File: src/rtl/fft_bf_scheduler_if.sv
// Control bus between the shared-butterfly scheduler and the FFT data path.
// master: driven by the scheduler (takes start, drives strobes, addresses, banks, status).
// slave : the data path / controller side (drives start, observes everything else).
interface fft_bf_scheduler_if #(
  parameter int unsigned N_LOG2 = 4
);
  logic              start;
  logic              busy;
  logic              done;
  logic              bf_phase;
  logic              rd_en;
  logic [N_LOG2-1:0] rd_addr0;
  logic [N_LOG2-1:0] rd_addr1;
  logic              rd_bank;
  logic [N_LOG2-2:0] tw_addr;
  logic              wr_en;
  logic [N_LOG2-1:0] wr_addr0;
  logic [N_LOG2-1:0] wr_addr1;
  logic              wr_bank;
  logic [3:0]        stage;
  logic              result_bank;

  modport master (
    input  start,
    output busy, done, bf_phase, rd_en, rd_addr0, rd_addr1, rd_bank, tw_addr,
           wr_en, wr_addr0, wr_addr1, wr_bank, stage, result_bank
  );

  modport slave (
    output start,
    input  busy, done, bf_phase, rd_en, rd_addr0, rd_addr1, rd_bank, tw_addr,
           wr_en, wr_addr0, wr_addr1, wr_bank, stage, result_bank
  );
endinterface

File: src/rtl/fft_bf_scheduler.sv
// Stage/butterfly sequencer for an in-place radix-2 DIT FFT over a ping-pong
// two-bank memory. Issues one butterfly every two clocks on bf_phase=0, produces
// read/twiddle addresses and replays them as write addresses D cycles later.
// Ports:
//   clk  - rising-edge clock
//   rst  - synchronous active-low reset
//   bus  - fft_bf_scheduler_if.master: start in; busy/done, bf_phase, rd_*, tw_addr,
//          wr_*, stage, result_bank out
module fft_bf_scheduler #(
  parameter int unsigned N_LOG2     = 4,
  parameter int unsigned RD_LATENCY = 1,
  parameter int unsigned BF_LATENCY = 4
) (
  input logic               clk,
  input logic               rst,
  fft_bf_scheduler_if.master bus
);
  localparam int unsigned D  = RD_LATENCY + BF_LATENCY;
  localparam int unsigned JW = N_LOG2 - 1;
  localparam logic [JW-1:0] J_LAST = '1;
  localparam logic [3:0]    S_LAST = 4'(N_LOG2 - 1);
  localparam logic [D-1:0]  TAP    = D'(1) << (D - 1);

  typedef enum logic [1:0] {S_IDLE, S_ISSUE, S_DRAIN, S_DONE} state_t;

  state_t            state_q, state_d;
  logic [3:0]        stage_q, stage_d;
  logic [JW-1:0]     j_q, j_d;
  logic              busy_q, busy_d;
  logic              done_q, done_d;
  logic              phase_q;
  logic              rd_en_q, rd_en_d;
  logic              wr_bank_q, wr_bank_d;
  logic [N_LOG2-1:0] ra0_q, ra0_d, ra1_q, ra1_d;
  logic [JW-1:0]     tw_q, tw_d;
  logic [D-1:0]      vld_q;
  logic [N_LOG2-1:0] a0_pipe [D];
  logic [N_LOG2-1:0] a1_pipe [D];

  logic              iss;
  logic [3:0]        iss_stage;
  logic [JW-1:0]     iss_j;
  logic              pending;
  logic [N_LOG2-1:0] jj, half, k, g, a0;

  // Any write still to come after the next edge (the tap itself is the current write).
  assign pending = rd_en_q | (|(vld_q & ~TAP));

  // Next-state, issue decision and address generation.
  always_comb begin
    state_d   = state_q;
    stage_d   = stage_q;
    j_d       = j_q;
    busy_d    = busy_q;
    done_d    = 1'b0;
    iss       = 1'b0;
    iss_stage = stage_q;
    iss_j     = j_q;

    case (state_q)
      S_IDLE: begin
        if (bus.start) begin
          state_d   = S_ISSUE;
          stage_d   = '0;
          j_d       = '0;
          busy_d    = 1'b1;
          iss_stage = '0;
          iss_j     = '0;
          iss       = phase_q;
        end
      end
      S_ISSUE: begin
        iss = phase_q;
      end
      S_DRAIN: begin
        if (!pending) begin
          if (stage_q != S_LAST) begin
            state_d   = S_ISSUE;
            stage_d   = stage_q + 4'd1;
            j_d       = '0;
            iss_stage = stage_q + 4'd1;
            iss_j     = '0;
            iss       = phase_q;
          end else begin
            state_d = S_DONE;
            done_d  = 1'b1;
          end
        end
      end
      S_DONE: begin
        state_d = S_IDLE;
        busy_d  = 1'b0;
        stage_d = '0;
      end
      default: state_d = S_IDLE;
    endcase

    // Issuing happens when the coming cycle is bf_phase=0 (phase_q is 1 now).
    if (iss) begin
      j_d     = iss_j + JW'(1);
      state_d = (iss_j == J_LAST) ? S_DRAIN : S_ISSUE;
    end

    jj   = N_LOG2'(iss_j);
    half = N_LOG2'(1) << iss_stage;
    k    = jj & (half - N_LOG2'(1));
    g    = jj >> iss_stage;
    a0   = (g << (iss_stage + 4'd1)) + k;

    rd_en_d   = iss;
    ra0_d     = iss ? a0 : ra0_q;
    ra1_d     = iss ? (a0 + half) : ra1_q;
    tw_d      = iss ? JW'(k << (4'(N_LOG2 - 1) - iss_stage)) : tw_q;
    wr_bank_d = (state_d != S_IDLE) ? ~stage_d[0] : 1'b0;
  end

  // State, registered outputs and the write-replay pipeline.
  always_ff @(posedge clk) begin
    if (!rst) begin
      state_q   <= S_IDLE;
      stage_q   <= '0;
      j_q       <= '0;
      busy_q    <= 1'b0;
      done_q    <= 1'b0;
      phase_q   <= 1'b0;
      rd_en_q   <= 1'b0;
      wr_bank_q <= 1'b0;
      ra0_q     <= '0;
      ra1_q     <= '0;
      tw_q      <= '0;
      vld_q     <= '0;
      for (int i = 0; i < int'(D); i++) begin
        a0_pipe[i] <= '0;
        a1_pipe[i] <= '0;
      end
    end else begin
      state_q    <= state_d;
      stage_q    <= stage_d;
      j_q        <= j_d;
      busy_q     <= busy_d;
      done_q     <= done_d;
      phase_q    <= ~phase_q;
      rd_en_q    <= rd_en_d;
      wr_bank_q  <= wr_bank_d;
      ra0_q      <= ra0_d;
      ra1_q      <= ra1_d;
      tw_q       <= tw_d;
      vld_q      <= (vld_q << 1) | D'(rd_en_q);
      a0_pipe[0] <= ra0_q;
      a1_pipe[0] <= ra1_q;
      for (int i = 1; i < int'(D); i++) begin
        a0_pipe[i] <= a0_pipe[i-1];
        a1_pipe[i] <= a1_pipe[i-1];
      end
    end
  end

  assign bus.busy        = busy_q;
  assign bus.done        = done_q;
  assign bus.bf_phase    = phase_q;
  assign bus.rd_en       = rd_en_q;
  assign bus.rd_addr0    = ra0_q;
  assign bus.rd_addr1    = ra1_q;
  assign bus.rd_bank     = stage_q[0];
  assign bus.tw_addr     = tw_q;
  assign bus.wr_en       = vld_q[D-1];
  assign bus.wr_addr0    = a0_pipe[D-1];
  assign bus.wr_addr1    = a1_pipe[D-1];
  assign bus.wr_bank     = wr_bank_q;
  assign bus.stage       = stage_q;
  assign bus.result_bank = 1'(N_LOG2 % 2);
endmodule

File: src/flat_wrapper.sv
// flat-port wrapper written by rule: the top's interface ports become plain ports
module fft_bf_scheduler_flat 
#(
  parameter int unsigned N_LOG2     = 4,
  parameter int unsigned RD_LATENCY = 1,
  parameter int unsigned BF_LATENCY = 4
)
  (clk, rst, bus_start, bus_busy, bus_done, bus_bf_phase, bus_rd_en, bus_rd_addr0, bus_rd_addr1, bus_rd_bank, bus_tw_addr, bus_wr_en, bus_wr_addr0, bus_wr_addr1, bus_wr_bank, bus_stage, bus_result_bank);
  fft_bf_scheduler_if #(.N_LOG2(N_LOG2)) bus_i ();
  input logic clk;
  input logic rst;
  input wire logic [$bits(bus_i.start)-1:0] bus_start;
  output wire logic [$bits(bus_i.busy)-1:0] bus_busy;
  output wire logic [$bits(bus_i.done)-1:0] bus_done;
  output wire logic [$bits(bus_i.bf_phase)-1:0] bus_bf_phase;
  output wire logic [$bits(bus_i.rd_en)-1:0] bus_rd_en;
  output wire logic [$bits(bus_i.rd_addr0)-1:0] bus_rd_addr0;
  output wire logic [$bits(bus_i.rd_addr1)-1:0] bus_rd_addr1;
  output wire logic [$bits(bus_i.rd_bank)-1:0] bus_rd_bank;
  output wire logic [$bits(bus_i.tw_addr)-1:0] bus_tw_addr;
  output wire logic [$bits(bus_i.wr_en)-1:0] bus_wr_en;
  output wire logic [$bits(bus_i.wr_addr0)-1:0] bus_wr_addr0;
  output wire logic [$bits(bus_i.wr_addr1)-1:0] bus_wr_addr1;
  output wire logic [$bits(bus_i.wr_bank)-1:0] bus_wr_bank;
  output wire logic [$bits(bus_i.stage)-1:0] bus_stage;
  output wire logic [$bits(bus_i.result_bank)-1:0] bus_result_bank;
  assign bus_i.start = bus_start;
  assign bus_busy = bus_i.busy;
  assign bus_done = bus_i.done;
  assign bus_bf_phase = bus_i.bf_phase;
  assign bus_rd_en = bus_i.rd_en;
  assign bus_rd_addr0 = bus_i.rd_addr0;
  assign bus_rd_addr1 = bus_i.rd_addr1;
  assign bus_rd_bank = bus_i.rd_bank;
  assign bus_tw_addr = bus_i.tw_addr;
  assign bus_wr_en = bus_i.wr_en;
  assign bus_wr_addr0 = bus_i.wr_addr0;
  assign bus_wr_addr1 = bus_i.wr_addr1;
  assign bus_wr_bank = bus_i.wr_bank;
  assign bus_stage = bus_i.stage;
  assign bus_result_bank = bus_i.result_bank;
  fft_bf_scheduler #(.N_LOG2(N_LOG2), .RD_LATENCY(RD_LATENCY), .BF_LATENCY(BF_LATENCY)) u_core (.clk(clk), .rst(rst), .bus(bus_i));
endmodule
File: config.mk
export PLATFORM = sky130hd
export DESIGN_NAME = fft_bf_scheduler_flat
export DESIGN_NICKNAME = d
export VERILOG_FILES = /design/src/rtl/fft_bf_scheduler_if.sv /design/src/rtl/fft_bf_scheduler.sv /design/src/flat_wrapper.sv
export SDC_FILE = /design/constraint.sdc
export NUM_CORES = 1
export LEC_CHECK = 0
export CAP_MARGIN = 20
export CORE_MARGIN = 1.5
export CORE_UTILIZATION = 50
export CTS_CLUSTER_SIZE = 28
export DETAILED_ROUTE_END_ITERATION = 8
export PLACE_DENSITY_LB_ADDON = 0.12
export SYNTH_ARGS = -nofsm -noshare
export SYNTH_HDL_FRONTEND = slang
export SYNTH_SLANG_ARGS = --single-unit
File: constraint.sdc
create_clock -name clk -period 14.2 [get_ports clk]
set_input_delay 3.55 -clock clk [delete_from_list [all_inputs] [get_ports clk]]
set_output_delay 3.55 -clock clk [all_outputs]
set_load 0.01 [all_outputs]
==> flow_summary.json, run 1 <==
{
  "status": "finished, final reports clean",
  "clk_latency_ns": 0.34,
  "finClkSkew_ns": 0.01128,
  "grt_overflow_total": 0,
  "drv_cap": 0,
  "antenna_found_initial": 0,
  "reg2reg_depth": 18,
  "fin_nets": 345,
  "firstDrtPassIters": 4,
  "holdWs_ns": 0.4287,
  "hold_violations": 0,
  "drtIter0Drc": 119,
  "cts_tree": "yes",
  "startpoint_type": "primary input",
  "p_per_area_nw_per_um2": 103.2,
  "ioPinCount": 34,
  "yosysSeqAreaShare": 0.4649,
  "gp_congestion": 0.8225,
  "grt_max_degree": 46,
  "max_slew.worst_pin.slew_ns": 0.7037,
  "syn_area_per_cell_um2": 9.692,
  "initial_core_util": 0.5121,
  "rsz0062_at_grt": "false",
  "placeableCoreArea_um2": 5886,
  "die_y_um": 80.64,
  "end_kind": "register",
  "worst_hold_path_type": "reg2reg",
  "viasPerCell": 4.973,
  "drive_gt1_frac": 0.08108,
  "grt_pass1_vias": 1845,
  "setup_tns_ns": 0,
  "postRouteWirelength_um": 5042,
  "hold_depth": 1,
  "max_slew_margin": 0.5294,
  "crit_required_ns": 14.43,
  "arrival_ns": 7.93,
  "ys_types": 56,
  "cts_buffer_depth": 2,
  "final.period_utilization": 0.5421,
  "synth_enable_flop_cells": 0,
  "synth_area_um2": 3014,
  "fp-row-count": 28,
  "detailed_place_hpwl_um": 3489,
  "synth_seq_cells": 70,
  "drc": 0,
  "die-area_um2": 6503,
  "syn_nets": 327,
  "grt_pass1_wl_um": 8721,
  "vias": 2029,
  "synthFlopType": "dfxtp_1",
  "syn_inst": 311,
  "setup_viol": 0,
  "rrSetupSlack_ns": 8.87,
  "grtUsageTotal": 0.1802,
  "final_cell_area_um2": 3452,
  "syn2layout_area_growth_pct": 14.53,
  "cts_resized": 0,
  "hold_buffers": 0,
  "timing.fmax_mhz": 129.9,
  "die_w_um": 80.64,
  "diodes": 0,
  "cts_root_buffer": "clkbuf_8",
  "vdd_drop_max_mv": 0.07470,
  "post_dp_cell_area_um2": 3288,
  "clk_pin_slew_ns": 0.08,
  "synth_warnings": 0,
  "wl_per_cell_um": 12.36,
  "cp_max_fo": 7,
  "critPathKind": "in2reg",
  "p_leak_nw": 1.434,
  "cts_max_level": 3,
  "async_flop_share": 0,
  "slew_viol_final": 0,
  "cts_buffers": 9,
  "ant_nets": 0,
  "post_cts_buffers": 0,
  "io_buffers": 32,
  "min_period_ns": 7.697,
  "cts.sinks": 70
}
final cells by class:
type | count | area [um2]
multi-input combinational | 203 | 1416
fill | 539 | 2434
inverter | 11 | 41.29
clock inverter | 6 | 40.04
sequential | 70 | 1401
timing repair buffer | 34 | 335.3
tap | 75 | 93.84
clock buffer | 9 | 123.9
report_power, final:
| part | internal [mW] | total, mW | switching [mW] |
|---|---|---|---|
| logic | 0.00867 | 0.0195 | 0.0109 |
| clock network | 0.0619 | 0.134 | 0.0724 |
| registers | 0.200 | 0.202 | 0.00250 |
cells in the mapped netlist (2+ instances only):
cell / instances / area, um2
a21o_1: 3 / 22.52
or3_1: 3 / 18.77
nor3b_1: 2 / 15.01
ha_1: 11 / 137.6
nor3_1: 9 / 45.04
clkbuf_1: 13 / 48.80
o21ai_0: 6 / 30.03
a22o_1: 2 / 17.52
and2_1: 53 / 331.6
xnor2_1: 9 / 78.83
a22oi_1: 3 / 22.52
nand3_1: 3 / 15.01
nand2_1: 24 / 90.09
buf_6: 2 / 22.52
buf_4: 10 / 75.07
a21oi_1: 8 / 40.04
o221ai_1: 2 / 17.52
or4_4: 2 / 22.52
o21a_1: 3 / 22.52
inv_1: 10 / 37.54
xor2_1: 2 / 17.52
a21boi_0: 7 / 52.55
nor2_1: 13 / 48.80
fa_1: 2 / 40.04
and3_1: 2 / 12.51
dfxtp_1: 70 / 1401
nor2b_1: 5 / 31.28
nand2b_1: 4 / 25.02
per-layer routing:
layer | global-route usage | vias up | routed length (um)
met2 | 0.2613 | 47 | 2053
li1 | - | 1064 | -
met5 | 0 | - | 0
met3 | 0.06364 | 8 | 285
met4 | 0.07069 | 0 | 65
met1 | 0.2430 | 910 | 2638
path summary, 6_finish.rpt:
check | from | end
max reg2reg | u_core.vld_q[1] | u_core.bus.rd_addr1[3]
max | bus_start | u_core.bus.rd_addr1[3]
min reg2reg | u_core.a0_pipe[0][7] | u_core.a0_pipe[0][11]
min | u_core.a0_pipe[0][7] | u_core.a0_pipe[0][11]
sequential cells by signal, summed over array words and instances, names as in the netlist:
name and count:
u_core.bus.rd_addr0 4, u_core.bus.done 1, u_core.state_q 2, u_core.bus.wr_bank 1
u_core.bus.bf_phase 1, u_core.a1_pipe 20, u_core.bus.tw_addr 3, u_core.vld_q 5
u_core.bus.busy 1, u_core.bus.rd_addr1 4, u_core.bus.stage 4, u_core.j_q 3
u_core.bus.rd_en 1, u_core.a0_pipe 20
per-stage QoR:
step	util	power [mW]	setup WS, ns	std cells
finish	0.5865	0.3561	6.503	408
global route	0.5865	0.3736	6.208	408
CTS	0.5865	0.3616	6.520	408
detailed placement	0.5587	0.2265	6.151	393
global placement	0.5587	0.2265	6.244	393
floorplan	-	0.2202	6.958	311
placed cells by master (no fill, tap or decap), types with 3 or more instances in the layout:
cell	instances
a21oi_1	8
inv_1	10
nor2_1	13
ha_1	11
dfxtp_1	70
xnor2_1	9
a21o_1	3
a21boi_0	7
o21ai_0	6
clkdlybuf4s50_1	32
clkbuf_8	9
nor3_1	9
nand3_1	3
or3_1	3
nand2b_1	4
nand2_1	24
clkinv_2	3
nor2b_1	5
o21a_1	3
a22oi_1	3
and2_1	53
critical path, stage by stage:
cell and delay (ns):
clkdlybuf4s50_1 0.54, o21ai_0 0.15, nor3_4 0.22, o211ai_2 0.12, a2111o_1 0.48, nor2_1 0.15, and2_1 0.28, inv_1 0.07
ha_1 0.31, nor2_1 0.18, inv_1 0.08, fa_1 0.52, inv_1 0.07, ha_1 0.26, a21o_1 0.17, a21oi_1 0.15
xnor3_1 0.24, xor2_1 0.15, a22o_1 0.23
cells by family (layout without fill, tap and decap cells):
kind of cell	after synthesis	in the layout	synth area share
and+or+nand+nor	127	127	0.2404
buffers and inverters	38	60	0.06517
other	1	1	0.001244
xor gates and xnor gates	12	12	0.03944
muxes	1	1	0.003321
DFF	70	70	0.4649
AOI/OAI and AO/OA	49	49	0.1266
adders and majority gates	13	13	0.05895
(Power assumes the default switching activity.)
==> run 2: changes to the inputs <==
clock period = 7.7 ns   (was 14.2 ns; I/O delays follow)
==> run 2 against run 1 <==
Effect of this change: sequential cell count is the same; clock skew grew 0.00051 ns; non-clock buffer count is the same; sequential power grew 85%; critical path depth is the same; via count grew 1.0%; largest cell class unchanged; sequential share of layout area shrank 1.0 points; combinational power grew 86%.
==> flow_summary.json, run 2 (synthesized netlist as in run 1, its figures left out) <==
{
  "post_cts_buffers": 0,
  "hold_buffers": 0,
  "die_w_um": 80.64,
  "cp_max_fo": 7,
  "setup_tns_ns": 0,
  "drv_cap": 0,
  "min_period_ns": 6.071,
  "cts_buffers": 9,
  "final_cell_mix": "70 x dfxtp_1, 53 x and2_1, 32 x clkdlybuf4s50_1",
  "hold_depth": 1,
  "syn2layout_area_growth_pct": 17.52,
  "grt_overflow_total": 0,
  "die-area_um2": 6503,
  "grt_pass1_vias": 1865,
  "post_dp_cell_area_um2": 3288,
  "end_kind": "register",
  "grt_pass1_wl_um": 8769,
  "worst_hold_path_type": "reg2reg",
  "timing.fmax_mhz": 164.7,
  "hold_violations": 0,
  "startpoint_type": "primary input",
  "diodes": 0,
  "gp_congestion": 0.8224,
  "largestRegisters": "u_core.a0_pipe (20), u_core.a1_pipe (20), u_core.vld_q (5)",
  "layout_commonest_cell": "dfxtp_1",
  "finalPower_uw": 777.5,
  "max_slew.worst_pin.slew_ns": 0.7171,
  "reg2reg_depth": 18,
  "arrival_ns": 6.31,
  "viasPerCell": 5.012,
  "io_buffers": 32,
  "utilization": 0.6018,
  "ant_nets": 0,
  "firstDrtPassIters": 4,
  "min_from": "u_core.a0_pipe[0][7]",
  "finClkSkew_ns": 0.01179,
  "postRouteWirelength_um": 5103,
  "antenna_found_initial": 0,
  "crit_required_ns": 7.94,
  "seqCellArea_um2": 1401,
  "status": "finished, final reports clean",
  "fin_nets": 345,
  "cts_max_level": 3,
  "p_leak_nw": 1.477,
  "cts_root_buffer": "clkbuf_8",
  "cts_resized": 0,
  "drc": 0,
  "wl_per_cell_um": 12.48,
  "final_cell_area_um2": 3542,
  "vdd_drop_max_mv": 0.1848,
  "slew_viol_final": 0,
  "clk_pin_slew_ns": 0.08,
  "initial_core_util": 0.5121,
  "cts.sinks": 70,
  "multi_input_area_um2": 1416,
  "p_per_area_nw_per_um2": 219.5,
  "startpoint": "bus_start",
  "placeableCoreArea_um2": 5886,
  "drive_gt1_frac": 0.08383,
  "cts_buffer_depth": 2,
  "fillerInstances": 520,
  "critPathKind": "in2reg",
  "grtUsageTotal": 0.1811,
  "clk_latency_ns": 0.35,
  "vias": 2050,
  "rsz0062_at_grt": "false",
  "drtIter0Drc": 158,
  "holdWs_ns": 0.4297,
  "final.period_utilization": 0.7884,
  "regToRegStartpoint": "u_core.vld_q[1]",
  "cts_tree": "yes",
  "fp-row-count": 28,
  "detailed_place_hpwl_um": 3489,
  "die_y_um": 80.64,
  "max_slew_margin": 0.5205,
  "grt_max_degree": 46,
  "ioPinCount": 34,
  "setup_viol": 0
}
==> run 2: changes by cell type in the layout (fill, tap and decap cells not counted), sizes merged <==
cell	before	now
clkinv	5	1
bufinv	0	3
inv	11	13
clkbuf	9	10
clkinvlp	1	0
==> run 2: final cells by class <==
type,instances,area share
flip-flops and latches,70,0.3956
clock inverters,6,0.03285
inverters,11,0.01166
well taps,75,0.02649
repair buffers,34,0.09467
multi-input cells,203,0.3999
clock buffers,10,0.03886
==> run 2: worst max-delay path: stages <==
cell and delay [ns]:
clkdlybuf4s50_1 0.54, o21ai_0 0.15, nor3_4 0.22, o211ai_2 0.12, a2111o_1 0.49, nor2_1 0.15
and2_1 0.27, inv_1 0.07, ha_1 0.31, nor2_1 0.18, inv_1 0.08, fa_1 0.52
inv_1 0.07, ha_1 0.26, a21o_1 0.17, a21oi_1 0.15, xnor3_1 0.24, xor2_1 0.15
a22o_1 0.23
==> run 2: through the flow <==
| stage | worst slack (ns) | instances |
|---|---|---|
| finish | 1.629 | 409 |
| floorplan | 2.083 | 311 |
| global route | 1.335 | 409 |
| global placement | 1.369 | 393 |
| CTS | 1.645 | 409 |
| detailed placement | 1.276 | 393 |
==> run 2: final timing paths <==
| check | endpoint | slack [ns] |
|---|---|---|
| worst max-delay path | u_core.bus.rd_addr1[3] | 1.63 |
| worst min-delay path | u_core.a0_pipe[0][11] | 0.43 |
| worst max register to register | u_core.bus.rd_addr1[3] | 2.35 |
| worst min register to register | u_core.a0_pipe[0][11] | 0.43 |
==> run 2: per-layer routing <==
layer  wire [um]  up-vias  global-route usage
li1            -     1063                   -
met1        2662      926              0.2428
met2        2061       49              0.2630
met3         283       12             0.06477
met4          95        0             0.07241
met5           0        -                   0
==> run 2: where the power goes <==
part	switching (mW)	internal (mW)
Sequential	0.00457	0.368
Combinational	0.0202	0.0160
Clock	0.142	0.227
==> run 3: changes to the inputs <==
clock period = 5.5 ns   (was 7.7 ns; I/O delays follow)
==> run 3 against run 2 <==
Effect of this change: sequential cell count did not move; hold slack got worse by 0.0035 ns; clock skew rose by 0.0024 ns; die area did not move; core utilization rose by 1.6 points; combinational power rose by 53%; non-clock buffer count rose by 22; highest routed layer unchanged.
==> flow_summary.json, run 3 (synthesized netlist as in run 1, its figures left out) <==
{
  "cts_resized": 0,
  "final_cell_area_um2": 3636,
  "p_sw_uw": 222.3,
  "grtUsageTotal": 0.1848,
  "viasPerCell": 5.000,
  "die-area_um2": 6503,
  "p_per_area_nw_per_um2": 254.3,
  "firstDrtPassIters": 4,
  "min_period_ns": 5.229,
  "cts_tree": "yes",
  "p_leak_nw": 1.542,
  "dpl.cell_count": 414,
  "min_from": "u_core.a0_pipe[0][13]",
  "syn2layout_area_growth_pct": 20.63,
  "worst_hold_path_type": "reg2reg",
  "finalPower_uw": 924.5,
  "placeableCoreArea_um2": 5886,
  "die_w_um": 80.64,
  "crit_required_ns": 5.72,
  "max_slew.worst_pin.slew_ns": 0.5331,
  "ioPinCount": 34,
  "grt.met3_usage": 0.05114,
  "hold_end": "u_core.a0_pipe[0][17]",
  "rrSetupSlack_ns": 0.47,
  "clk_latency_ns": 0.33,
  "setup_viol": 0,
  "grt_pass1_vias": 2018,
  "r2r_end": "u_core.bus.rd_addr1[3]",
  "arrival_ns": 5.45,
  "post_cts_buffers": 0,
  "grt_pass1_wl_um": 9246,
  "gp_congestion": 0.8729,
  "wl_per_cell_um": 12.43,
  "cpPeakStageDelay_ns": 0.52,
  "timing.fmax_mhz": 191.2,
  "drtIter0Drc": 104,
  "reg2reg_depth": 19,
  "p_sw_frac": 0.2404,
  "hold_buffers": 0,
  "grt_overflow_total": 0,
  "startpoint_type": "primary input",
  "drc": 0,
  "power.share.clock": 0.375,
  "cts_max_level": 3,
  "fin_nets": 367,
  "clk_pin_slew_ns": 0.08,
  "seq_power_share": 0.565,
  "largestRegisters": "u_core.a0_pipe (20), u_core.a1_pipe (20), u_core.vld_q (5)",
  "drive_gt1_frac": 0.1408,
  "cp_cell_sequence": "clkdlybuf4s50_1 > o21bai_1 > a21o_1 > a32o_2 > ha_4 > or3_1 > o41ai_1 > or3_1 > and3_1 > ha_1 > inv_1 > fa_1 > inv_1 > ha_1 > a21o_1 > a21oi_1 > xnor3_1 > xor2_1 > a22o_1",
  "grt-busiest-layer": "met2",
  "status": "finished, final reports clean",
  "regToRegStartpoint": "u_core.vld_q[1]",
  "critPathKind": "in2reg",
  "vdd_drop_max_mv": 0.1698,
  "finClkSkew_ns": 0.01421,
  "ant_nets": 0,
  "initial_core_util": 0.5121,
  "diodes": 0,
  "cts_buffers": 9,
  "comb_power_share": 0.060,
  "slew_viol_final": 0,
  "hold_depth": 1,
  "post_dp_cell_area_um2": 3446,
  "p_int_uw": 702.2,
  "cp_max_fo": 5,
  "layout_commonest_cell": "dfxtp_1",
  "fillerInstances": 531,
  "hold_violations": 0,
  "io_buffers": 32,
  "vias": 2150,
  "fin_cells": 430,
  "detailed_place_hpwl_um": 3763,
  "postRouteWirelength_um": 5343,
  "grt_max_degree": 37,
  "final_cell_mix": "70 x dfxtp_1, 53 x and2_1, 32 x clkdlybuf4s50_1",
  "end_kind": "register",
  "final.period_utilization": 0.9508,
  "cts_root_buffer": "clkbuf_8",
  "setup_tns_ns": 0,
  "max_slew_margin": 0.6419,
  "cts_buffer_depth": 2,
  "grtUsageMet2": 0.2924,
  "met1_usage": 0.2482,
  "antenna_found_initial": 0,
  "die_y_um": 80.64,
  "rsz0062_at_grt": "false",
  "cpMaxStageDelayCell": "clkdlybuf4s50_1",
  "drv_cap": 0,
  "cts.sinks": 70,
  "fp-row-count": 28
}
[run 3: routing by layer]
metal	wire (um)	part of all wire	vias to the layer above
met5	0	0	-
met3	233	0.044	2
li1	-	-	1112
met1	2598	0.49	994
met2	2492	0.47	42
met4	19	0.0036	0
[run 3: area by class of cell]
cell class,instances,area (um2),share of cell area
Clock inverter,6,38.79,0.01067
Sequential cell,70,1401,0.3854
Multi-Input combinational cell,203,1429,0.3930
Timing Repair Buffer,56,508.0,0.1397
Tap cell,75,93.84,0.02581
Inverter,11,41.29,0.01136
Clock buffer,9,123.9,0.03407
[run 3: critical path: cells and delay by family]
kind,cells,cell delay (ns)
AO/OA/AOI/OAI,7,1.16
XOR/XNOR,2,0.39
adder cells (fa/ha/maj),4,1.17
buffers and inverters,3,0.63
AND/OR/NAND/NOR,3,0.73
[run 3: through the flow]
step | setup WS (ns) | util | hold slack (ns)
3_5_place_dp | -0.1475 | 0.5855 | 0.4179
6_report | 0.2707 | 0.6178 | 0.4262
3_3_place_gp | -0.07345 | 0.5855 | 0.4138
5_1_grt | 0.007501 | 0.6178 | 0.4419
2_1_floorplan | 0.4332 | - | 0.4119
4_1_cts | 0.2091 | 0.6131 | 0.4323
[run 3: power by group through the flow]
| stage | sequential (mW) | combinational (mW) | clock (mW) |
|---|---|---|---|
| 4_1_cts | 0.522 | 0.0552 | 0.360 |
| 3_3_place_gp | 0.534 | 0.0546 | 0 |
| 3_5_place_dp | 0.534 | 0.0550 | 0 |
| 5_1_grt | 0.523 | 0.0622 | 0.383 |
| 2_1_floorplan | 0.533 | 0.0357 | 0 |
| 6_report | 0.522 | 0.0555 | 0.347 |
[run 3: worst max-delay path by stage]
stage / start / to
2_1_floorplan: bus_start / u_core.bus.rd_addr1[3]
3_3_place_gp: bus_start / u_core.bus.rd_addr1[3]
3_5_place_dp: bus_start / u_core.bus.rd_addr1[3]
4_1_cts: bus_start / u_core.bus.rd_addr1[3]
5_1_grt: bus_start / u_core.bus.rd_addr1[3]
6_report: bus_start / u_core.bus.rd_addr1[3]
